**src/rtl/axi_req_packer.sv**
```systemverilog
// ---------------------------------------------------------------------------
// axi_req_packer
//
// Purpose:
//   Collects AXI write-address (AW), write-data (W) and read-address (AR)
//   requests into one-entry holding registers. It joins AW with W into a
//   write request and arbitrates between pending writes and reads. The
//   winning request is packed into a tagged word and placed in an output
//   register that feeds the top (AXI-to-APB) asynchronous FIFO.
//
//   Packed word layout, MSB first:
//       {id, data, strb, prot, addr, write_read}
//   write_read is 1 for a write and 0 for a read. A read carries zero data
//   and strobes.
//
//   Arbitration policy (ARB_MODE):
//     0 : writes win, but after MAX_WR_RUN consecutive write grants with a
//         read waiting, the read is granted.
//     1 : round-robin between write and read when both are pending.
//
// Ports:
//   AXI_clk                  single clock for all logic
//   AXI_rst                  synchronous active-high reset
//   aw_valid/aw_ready        AW handshake
//   aw_addr/aw_prot/aw_id    AW payload
//   w_valid/w_ready          W handshake
//   w_data/w_strb            W payload
//   ar_valid/ar_ready        AR handshake
//   ar_addr/ar_prot/ar_id    AR payload
//   wfull_top                top FIFO full flag
//   conc_data                packed request presented to the top FIFO
//   winc_top                 top FIFO write enable
//   busy                     any holding register or output register valid
// ---------------------------------------------------------------------------
module axi_req_packer #(
    parameter int DATASIZE   = 32,
    parameter int ADDRSIZE   = 32,
    parameter int IDSIZE     = 4,
    parameter int ARB_MODE   = 0,
    parameter int MAX_WR_RUN = 4,
    parameter int PKT_SIZE   = IDSIZE + DATASIZE + DATASIZE/8 + 3 + ADDRSIZE + 1
) (
    input  logic                  AXI_clk,
    input  logic                  AXI_rst,

    input  logic                  aw_valid,
    output logic                  aw_ready,
    input  logic [ADDRSIZE-1:0]   aw_addr,
    input  logic [2:0]            aw_prot,
    input  logic [IDSIZE-1:0]     aw_id,

    input  logic                  w_valid,
    output logic                  w_ready,
    input  logic [DATASIZE-1:0]   w_data,
    input  logic [DATASIZE/8-1:0] w_strb,

    input  logic                  ar_valid,
    output logic                  ar_ready,
    input  logic [ADDRSIZE-1:0]   ar_addr,
    input  logic [2:0]            ar_prot,
    input  logic [IDSIZE-1:0]     ar_id,

    input  logic                  wfull_top,
    output logic [PKT_SIZE-1:0]   conc_data,
    output logic                  winc_top,
    output logic                  busy
);

    localparam int STRBSIZE = DATASIZE / 8;
    localparam logic [3:0] RUN_LIMIT = 4'(MAX_WR_RUN);

    typedef enum logic {
        GRANT_READ  = 1'b0,
        GRANT_WRITE = 1'b1
    } grant_t;

    // AW holding register
    logic                aw_held;
    logic [ADDRSIZE-1:0] aw_addr_q;
    logic [2:0]          aw_prot_q;
    logic [IDSIZE-1:0]   aw_id_q;

    // W holding register
    logic                w_held;
    logic [DATASIZE-1:0] w_data_q;
    logic [STRBSIZE-1:0] w_strb_q;

    // AR holding register
    logic                ar_held;
    logic [ADDRSIZE-1:0] ar_addr_q;
    logic [2:0]          ar_prot_q;
    logic [IDSIZE-1:0]   ar_id_q;

    // Output register and arbitration state
    logic                out_valid;
    logic [PKT_SIZE-1:0] out_data;
    logic [3:0]          wr_run;
    grant_t              last_grant;

    // Combinational control
    logic                wr_pend;
    logic                rd_pend;
    logic                out_free;
    logic                arb_en;
    logic                pick_wr;
    logic                grant_wr;
    logic                grant_rd;
    logic                aw_hs;
    logic                w_hs;
    logic                ar_hs;
    logic [PKT_SIZE-1:0] wr_pkt;
    logic [PKT_SIZE-1:0] rd_pkt;

    assign wr_pend  = aw_held & w_held;
    assign rd_pend  = ar_held;

    // The output register can accept a new packet when it is empty or when
    // its current packet leaves for the FIFO this very cycle.
    assign out_free = !out_valid | !wfull_top;
    assign arb_en   = out_free & (wr_pend | rd_pend);

    // Arbitration. pick_wr says which side would win if a grant happens;
    // the grants themselves are qualified by arb_en.
    always_comb begin
        pick_wr = 1'b0;
        if (ARB_MODE == 1) begin
            if (wr_pend && rd_pend) begin
                pick_wr = (last_grant == GRANT_READ);
            end else begin
                pick_wr = wr_pend;
            end
        end else begin
            pick_wr = wr_pend && !(rd_pend && (wr_run == RUN_LIMIT));
        end
    end

    assign grant_wr = arb_en & pick_wr;
    assign grant_rd = arb_en & rd_pend & !pick_wr;

    // A holding register can take new data when empty or when its content is
    // consumed by a grant in the same cycle; this keeps one request per cycle.
    assign aw_ready = !aw_held | grant_wr;
    assign w_ready  = !w_held  | grant_wr;
    assign ar_ready = !ar_held | grant_rd;

    assign aw_hs = aw_valid & aw_ready;
    assign w_hs  = w_valid  & w_ready;
    assign ar_hs = ar_valid & ar_ready;

    // Packed words for both request kinds.
    assign wr_pkt = {aw_id_q, w_data_q, w_strb_q, aw_prot_q, aw_addr_q, 1'b1};
    assign rd_pkt = {ar_id_q, {DATASIZE{1'b0}}, {STRBSIZE{1'b0}},
                     ar_prot_q, ar_addr_q, 1'b0};

    // AW holding register: captures on handshake, empties on a write grant.
    always_ff @(posedge AXI_clk) begin
        if (AXI_rst) begin
            aw_held   <= 1'b0;
            aw_addr_q <= '0;
            aw_prot_q <= '0;
            aw_id_q   <= '0;
        end else begin
            if (aw_hs) begin
                aw_held   <= 1'b1;
                aw_addr_q <= aw_addr;
                aw_prot_q <= aw_prot;
                aw_id_q   <= aw_id;
            end else if (grant_wr) begin
                aw_held   <= 1'b0;
            end
        end
    end

    // W holding register: same life cycle as AW.
    always_ff @(posedge AXI_clk) begin
        if (AXI_rst) begin
            w_held   <= 1'b0;
            w_data_q <= '0;
            w_strb_q <= '0;
        end else begin
            if (w_hs) begin
                w_held   <= 1'b1;
                w_data_q <= w_data;
                w_strb_q <= w_strb;
            end else if (grant_wr) begin
                w_held   <= 1'b0;
            end
        end
    end

    // AR holding register: captures on handshake, empties on a read grant.
    always_ff @(posedge AXI_clk) begin
        if (AXI_rst) begin
            ar_held   <= 1'b0;
            ar_addr_q <= '0;
            ar_prot_q <= '0;
            ar_id_q   <= '0;
        end else begin
            if (ar_hs) begin
                ar_held   <= 1'b1;
                ar_addr_q <= ar_addr;
                ar_prot_q <= ar_prot;
                ar_id_q   <= ar_id;
            end else if (grant_rd) begin
                ar_held   <= 1'b0;
            end
        end
    end

    // Output register. A grant reloads it; otherwise it empties once the
    // FIFO takes the packet. conc_data only changes on a load.
    always_ff @(posedge AXI_clk) begin
        if (AXI_rst) begin
            out_valid <= 1'b0;
            out_data  <= '0;
        end else begin
            if (grant_wr) begin
                out_valid <= 1'b1;
                out_data  <= wr_pkt;
            end else if (grant_rd) begin
                out_valid <= 1'b1;
                out_data  <= rd_pkt;
            end else if (winc_top) begin
                out_valid <= 1'b0;
            end
        end
    end

    // Anti-starvation run counter: counts write grants that overtook a
    // waiting read and saturates at the limit, which then forces a read.
    always_ff @(posedge AXI_clk) begin
        if (AXI_rst) begin
            wr_run <= 4'd0;
        end else begin
            if (grant_rd || !rd_pend) begin
                wr_run <= 4'd0;
            end else if (grant_wr && (wr_run != RUN_LIMIT)) begin
                wr_run <= wr_run + 4'd1;
            end
        end
    end

    // Round-robin memory: remembers which side got the most recent grant.
    always_ff @(posedge AXI_clk) begin
        if (AXI_rst) begin
            last_grant <= GRANT_READ;
        end else begin
            if (grant_wr) begin
                last_grant <= GRANT_WRITE;
            end else if (grant_rd) begin
                last_grant <= GRANT_READ;
            end
        end
    end

    assign winc_top  = out_valid & !wfull_top;
    assign conc_data = out_data;
    assign busy      = aw_held | w_held | ar_held | out_valid;

endmodule

```
**config.mk**
```make
export PLATFORM = sky130hd
export DESIGN_NAME = axi_req_packer
export DESIGN_NICKNAME = d
export VERILOG_FILES = /design/src/rtl/axi_req_packer.sv
export SDC_FILE = /design/constraint.sdc
export NUM_CORES = 1
export LEC_CHECK = 0
export ABC_CLOCK_PERIOD_IN_PS = 5750
export BUFFER_PORTS_ARGS = -buffer_cell sky130_fd_sc_hd__buf_2
export CAP_MARGIN = 20
export CORE_MARGIN = 5
export CORE_UTILIZATION = 45
export CTS_CLUSTER_SIZE = 25
export DETAILED_ROUTE_END_ITERATION = 10
export GPL_ROUTABILITY_DRIVEN = 0
export PLACE_DENSITY = 0.76
export RECOVER_POWER = 100
export SETUP_SLACK_MARGIN = 0.02
export SYNTH_ARGS = -nofsm -noshare
export SYNTH_HDL_FRONTEND = slang
export SYNTH_SLANG_ARGS = --single-unit
```
**constraint.sdc**
```tcl
create_clock -name AXI_clk -period 5.75 [get_ports AXI_clk]
set_input_delay 0.575 -clock AXI_clk [delete_from_list [all_inputs] [get_ports AXI_clk]]
set_output_delay 0.575 -clock AXI_clk [all_outputs]
set_load 0.05 [all_outputs]
```
==> summary by stage <==
Worst setup path
The critical path capture point type is a flip-flop. The endpoint of the worst-slack reg-to-reg timing path is ar_addr_q[16]. The startpoint identified for the worst register-to-register timing path is aw_held. Following the worst setup path forward leads to its endpoint at ar_addr_q[16]. Tracing the worst setup path back leads to its startpoint at aw_held. The startpoint class of the critical path is a flip-flop. The endpoint arrival time on the critical path is 4270 ps. The depth of the worst register-to-register path is 4. Across all register-to-register paths, the minimum setup slack is 1670 ps.

The maximum fanout along the worst path is 47. The type of the worst setup path is flip-flop to flip-flop. The required arrival time at the worst endpoint is 5940 ps.

Routing
The per-cell via count in the routed design is 5.396. The final route contains between 6000 and 7000 vias. The count of unresolved DRC violations after routing is 0.

For this block, the routed nets add up to 21600 µm of wire. Once detail routing completed, the nets flagged for antenna violations numbered 0. The detailed router finished its first iteration with about 500 violations. The average wire per cell in the routed design is 17.21 µm. The pre-antenna-repair detailed-routing pass consisted of 4 iterations.

Yosys
The number of synthesized flops with an enable pin is 0. The per-instance average area after synthesis is slightly below 10 µm². Yosys attributes the largest share of cell area to sky130_fd_sc_hd__dfxtp_1 (46%), sky130_fd_sc_hd__nand2b_1 (17%), sky130_fd_sc_hd__mux2i_1 (13%). Counting every instance in the synthesized netlist gives 868. Summed over all instances, the cell type with the most area after synthesis is sky130_fd_sc_hd__dfxtp_1. The fraction of registers with async set or reset after synthesis is 0%. After synthesis the netlist holds a flip-flop and latch count of 198. The share of the synthesized area in the top cell type is 46.22%. During synthesis, Yosys emitted a total of 0 warnings. The sequential-to-total area share from yosys stat is 46.22%. The most instantiated flip-flop cell in the synthesis netlist is sky130_fd_sc_hd__dfxtp_1.

The count of cell types in the netlist is 35. The total standard cell area after synthesis is 0.008576 mm². The number of nets produced by synthesis is 990.

Global routing
The global-route wire length before repair is between 30000 and 40000 µm. The largest net degree at the start of global routing is roughly 150. Across every metal layer, demand over resource in global routing totals 19.19%. The via count of the first global-routing pass was 6681. After global routing the overflow that remains totals 0.

The initial antenna violation count was 1.

STA
The final hold violation count was 0. The final critical-path share of the clock period is between 70% and 80%. Adding up every negative setup slack in the final design gives 0 ps. The worst relative slew slack is -99.68%. On the final layout, the worst hold slack is 393.8 ps.

The pin slew with the least headroom to its limit is between 2000 and 3000 ps. Setup repair after global routing left no endpoint under its margin. The clock tree skew after final layout is 16.13 ps. The final critical delay including setup and external delays is 4083 ps.

The number of failing setup endpoints in the final timing report is 0. The highest clock rate is 0.2449 GHz. The count of final max-slew check failures is 84.

Clock tree
The clock passes through at most 2 buffers. The clock latency at the later pin of the worst-skew pair is 430 ps. In this run, CTS created clock tree buffers numbering 17. The number of gates resized after CTS was 0. The number of sinks on the clock net is roughly 200. The buffer count from post-CTS setup fixing is 0.

The clock tree root driver cell is sky130_fd_sc_hd__clkbuf_16. After clock tree synthesis, the clock-pin slew on the worst setup and hold paths is about 70 ps. The H-tree was split into 4 levels. The number of hold-repair buffers added at the cts stage is 0. TritonCTS built the clock tree.

Die
The die height is between 100 and 150 µm. The area of the core is 0.01871 mm². The die covers 0.02192 mm². The I/O pin count is roughly 200. For this configuration, the core starts out at a cell density of 45.85%. After floorplanning, the core was divided into 50 placement rows. The floorplan step set the die width to roughly 150 µm.

Pwr
The clock power share is 40.0%. The worst supply voltage drop on vdd is around 210 µV. The net switching fraction of the power is 25.24%. The combinational share of power is 12.1%. Cell internal power was estimated by the tool at 2.321 mW. The power per cell area is approximately 300 mW/mm². The design draws 3.104 mW.

The switching power total is 783.5 µW. The leakage power is 3.921 nW. The sequential share of power is 47.9%.

Run status
The flow ran to the end, but the final reports show violations. The checks that failed: max-capacitance violations, max-slew violations.

Final layout
In the layout the commonest cells are sky130_fd_sc_hd__nand2b_1 (230), sky130_fd_sc_hd__dfxtp_1 (198), sky130_fd_sc_hd__buf_2 (118), sky130_fd_sc_hd__mux2i_1 (114), sky130_fd_sc_hd__clkbuf_1 (83). The count of nets after finishing is 1132. The final standard cell utilization of the core is 53.78%.

Excluding fillers, the count of instances in the completed layout stands at 1255. After filler insertion, the fill cell instance count of the layout stands at 1728. The post-route netlist has 15.88% of its cells at a drive strength greater than 1. The area growth from synthesis to final layout is 17.30%. The most common library cell in the layout ignoring fill and taps is sky130_fd_sc_hd__nand2b_1.

Flow run
Max-cap violations in this run came to 2.

Place
The total half-perimeter wirelength after legalization and detailed placement is 13690 µm. After detailed placement, the design holds a cell count of 1225. The count of buffers added on input and output ports is 200.

Min path
In this run the worst hold path is classified as primary input to flip-flop.
flip-flops by register name, summed over array words and instances (netlist names), 3 cells and up:
register and cells:
w_data_q 32, w_strb_q 4, aw_addr_q 32, aw_id_q 4, ar_id_q 4, wr_run 4, ar_prot_q 3, aw_prot_q 3
ar_addr_q 32, conc_data 76
layer usage:
| layer | global-route usage (%) | share of wire, % | vias up |
|---|---|---|---|
| met4 | 7.436 | 2.4 | 0 |
| met3 | 4.077 | 4.8 | 37 |
| li1 | - | - | 3358 |
| met1 | 25.78 | 46 | 3205 |
| met2 | 30.33 | 47 | 172 |
| met5 | 0 | 0 | - |
how the worst min path moves through the flow:
stage	start	endpoint	slack, ps	cells past startpoint
6_report	aw_addr[26]	aw_addr_q[26]	390	3
3_5_place_dp	w_strb_q[1]	conc_data[37]	460	2
5_1_grt	aw_id[0]	aw_id_q[0]	390	3
2_1_floorplan	w_strb_q[0]	conc_data[36]	450	2
3_3_place_gp	w_data_q[22]	conc_data[62]	450	2
4_1_cts	aw_addr[26]	aw_addr_q[26]	380	3
area by class of cell:
type | count | area [µm²] | area share [%]
clock inverters | 11 | 175.2 | 1.741
flip-flops and latches | 198 | 3964 | 39.40
repair buffers | 209 | 969.7 | 9.639
multi-input cells | 577 | 4200 | 41.75
inverters | 7 | 26.28 | 0.2612
diodes | 1 | 2.502 | 0.02488
well taps | 234 | 292.8 | 2.910
clock buffers | 18 | 429.2 | 4.266
Yosys cell counts (all sizes together), types with 2 or more instances:
master / instances
o31ai: 2
nand2b: 230
ha: 2
o21ai: 37
a221o: 39
nor4: 39
dfxtp: 198
clkbuf: 60
nand3: 2
buf: 26
nand2: 7
o32ai: 2
a211oi: 3
nand4: 40
and4b: 2
nor4bb: 2
a21oi: 44
inv: 7
and2: 2
mux2i: 114
o311ai: 2
worst max-delay path: stages (launching register included):
cell,delay [ps]
sky130_fd_sc_hd__dfxtp_1,410
sky130_fd_sc_hd__and2_2,570
sky130_fd_sc_hd__a311oi_4,390
sky130_fd_sc_hd__clkbuf_1,2130
sky130_fd_sc_hd__mux2i_1,270
power by group through the flow:
stage | combinational, mW | clock (mW) | sequential [mW]
3_5_place_dp | 0.378 | 0 | 1.52
5_1_grt | 0.409 | 1.33 | 1.49
4_1_cts | 0.379 | 1.27 | 1.49
2_1_floorplan | 0.237 | 0 | 1.55
3_3_place_gp | 0.372 | 0 | 1.51
6_report | 0.375 | 1.24 | 1.49
through the flow:
step,setup slack (ps),area [µm²]
finish,1667,10060
global route,1321,10060
CTS,2676,10160
detailed placement,2867,9559
global placement,2958,9559
floorplan,2718,8576
logic make-up (layout without fill, tap and decap cells):
family | after synthesis | count (layout) | synth area share [%]
mux | 114 | 114 | 13.31
simple gates | 329 | 329 | 24.00
buf+inv | 93 | 245 | 5.471
fa+ha+maj | 2 | 2 | 0.2918
flops | 198 | 198 | 46.22
other cells | 0 | 1 | 0
compound gates | 132 | 132 | 10.71
No activity file was read; power rests on OpenSTA's default activity.
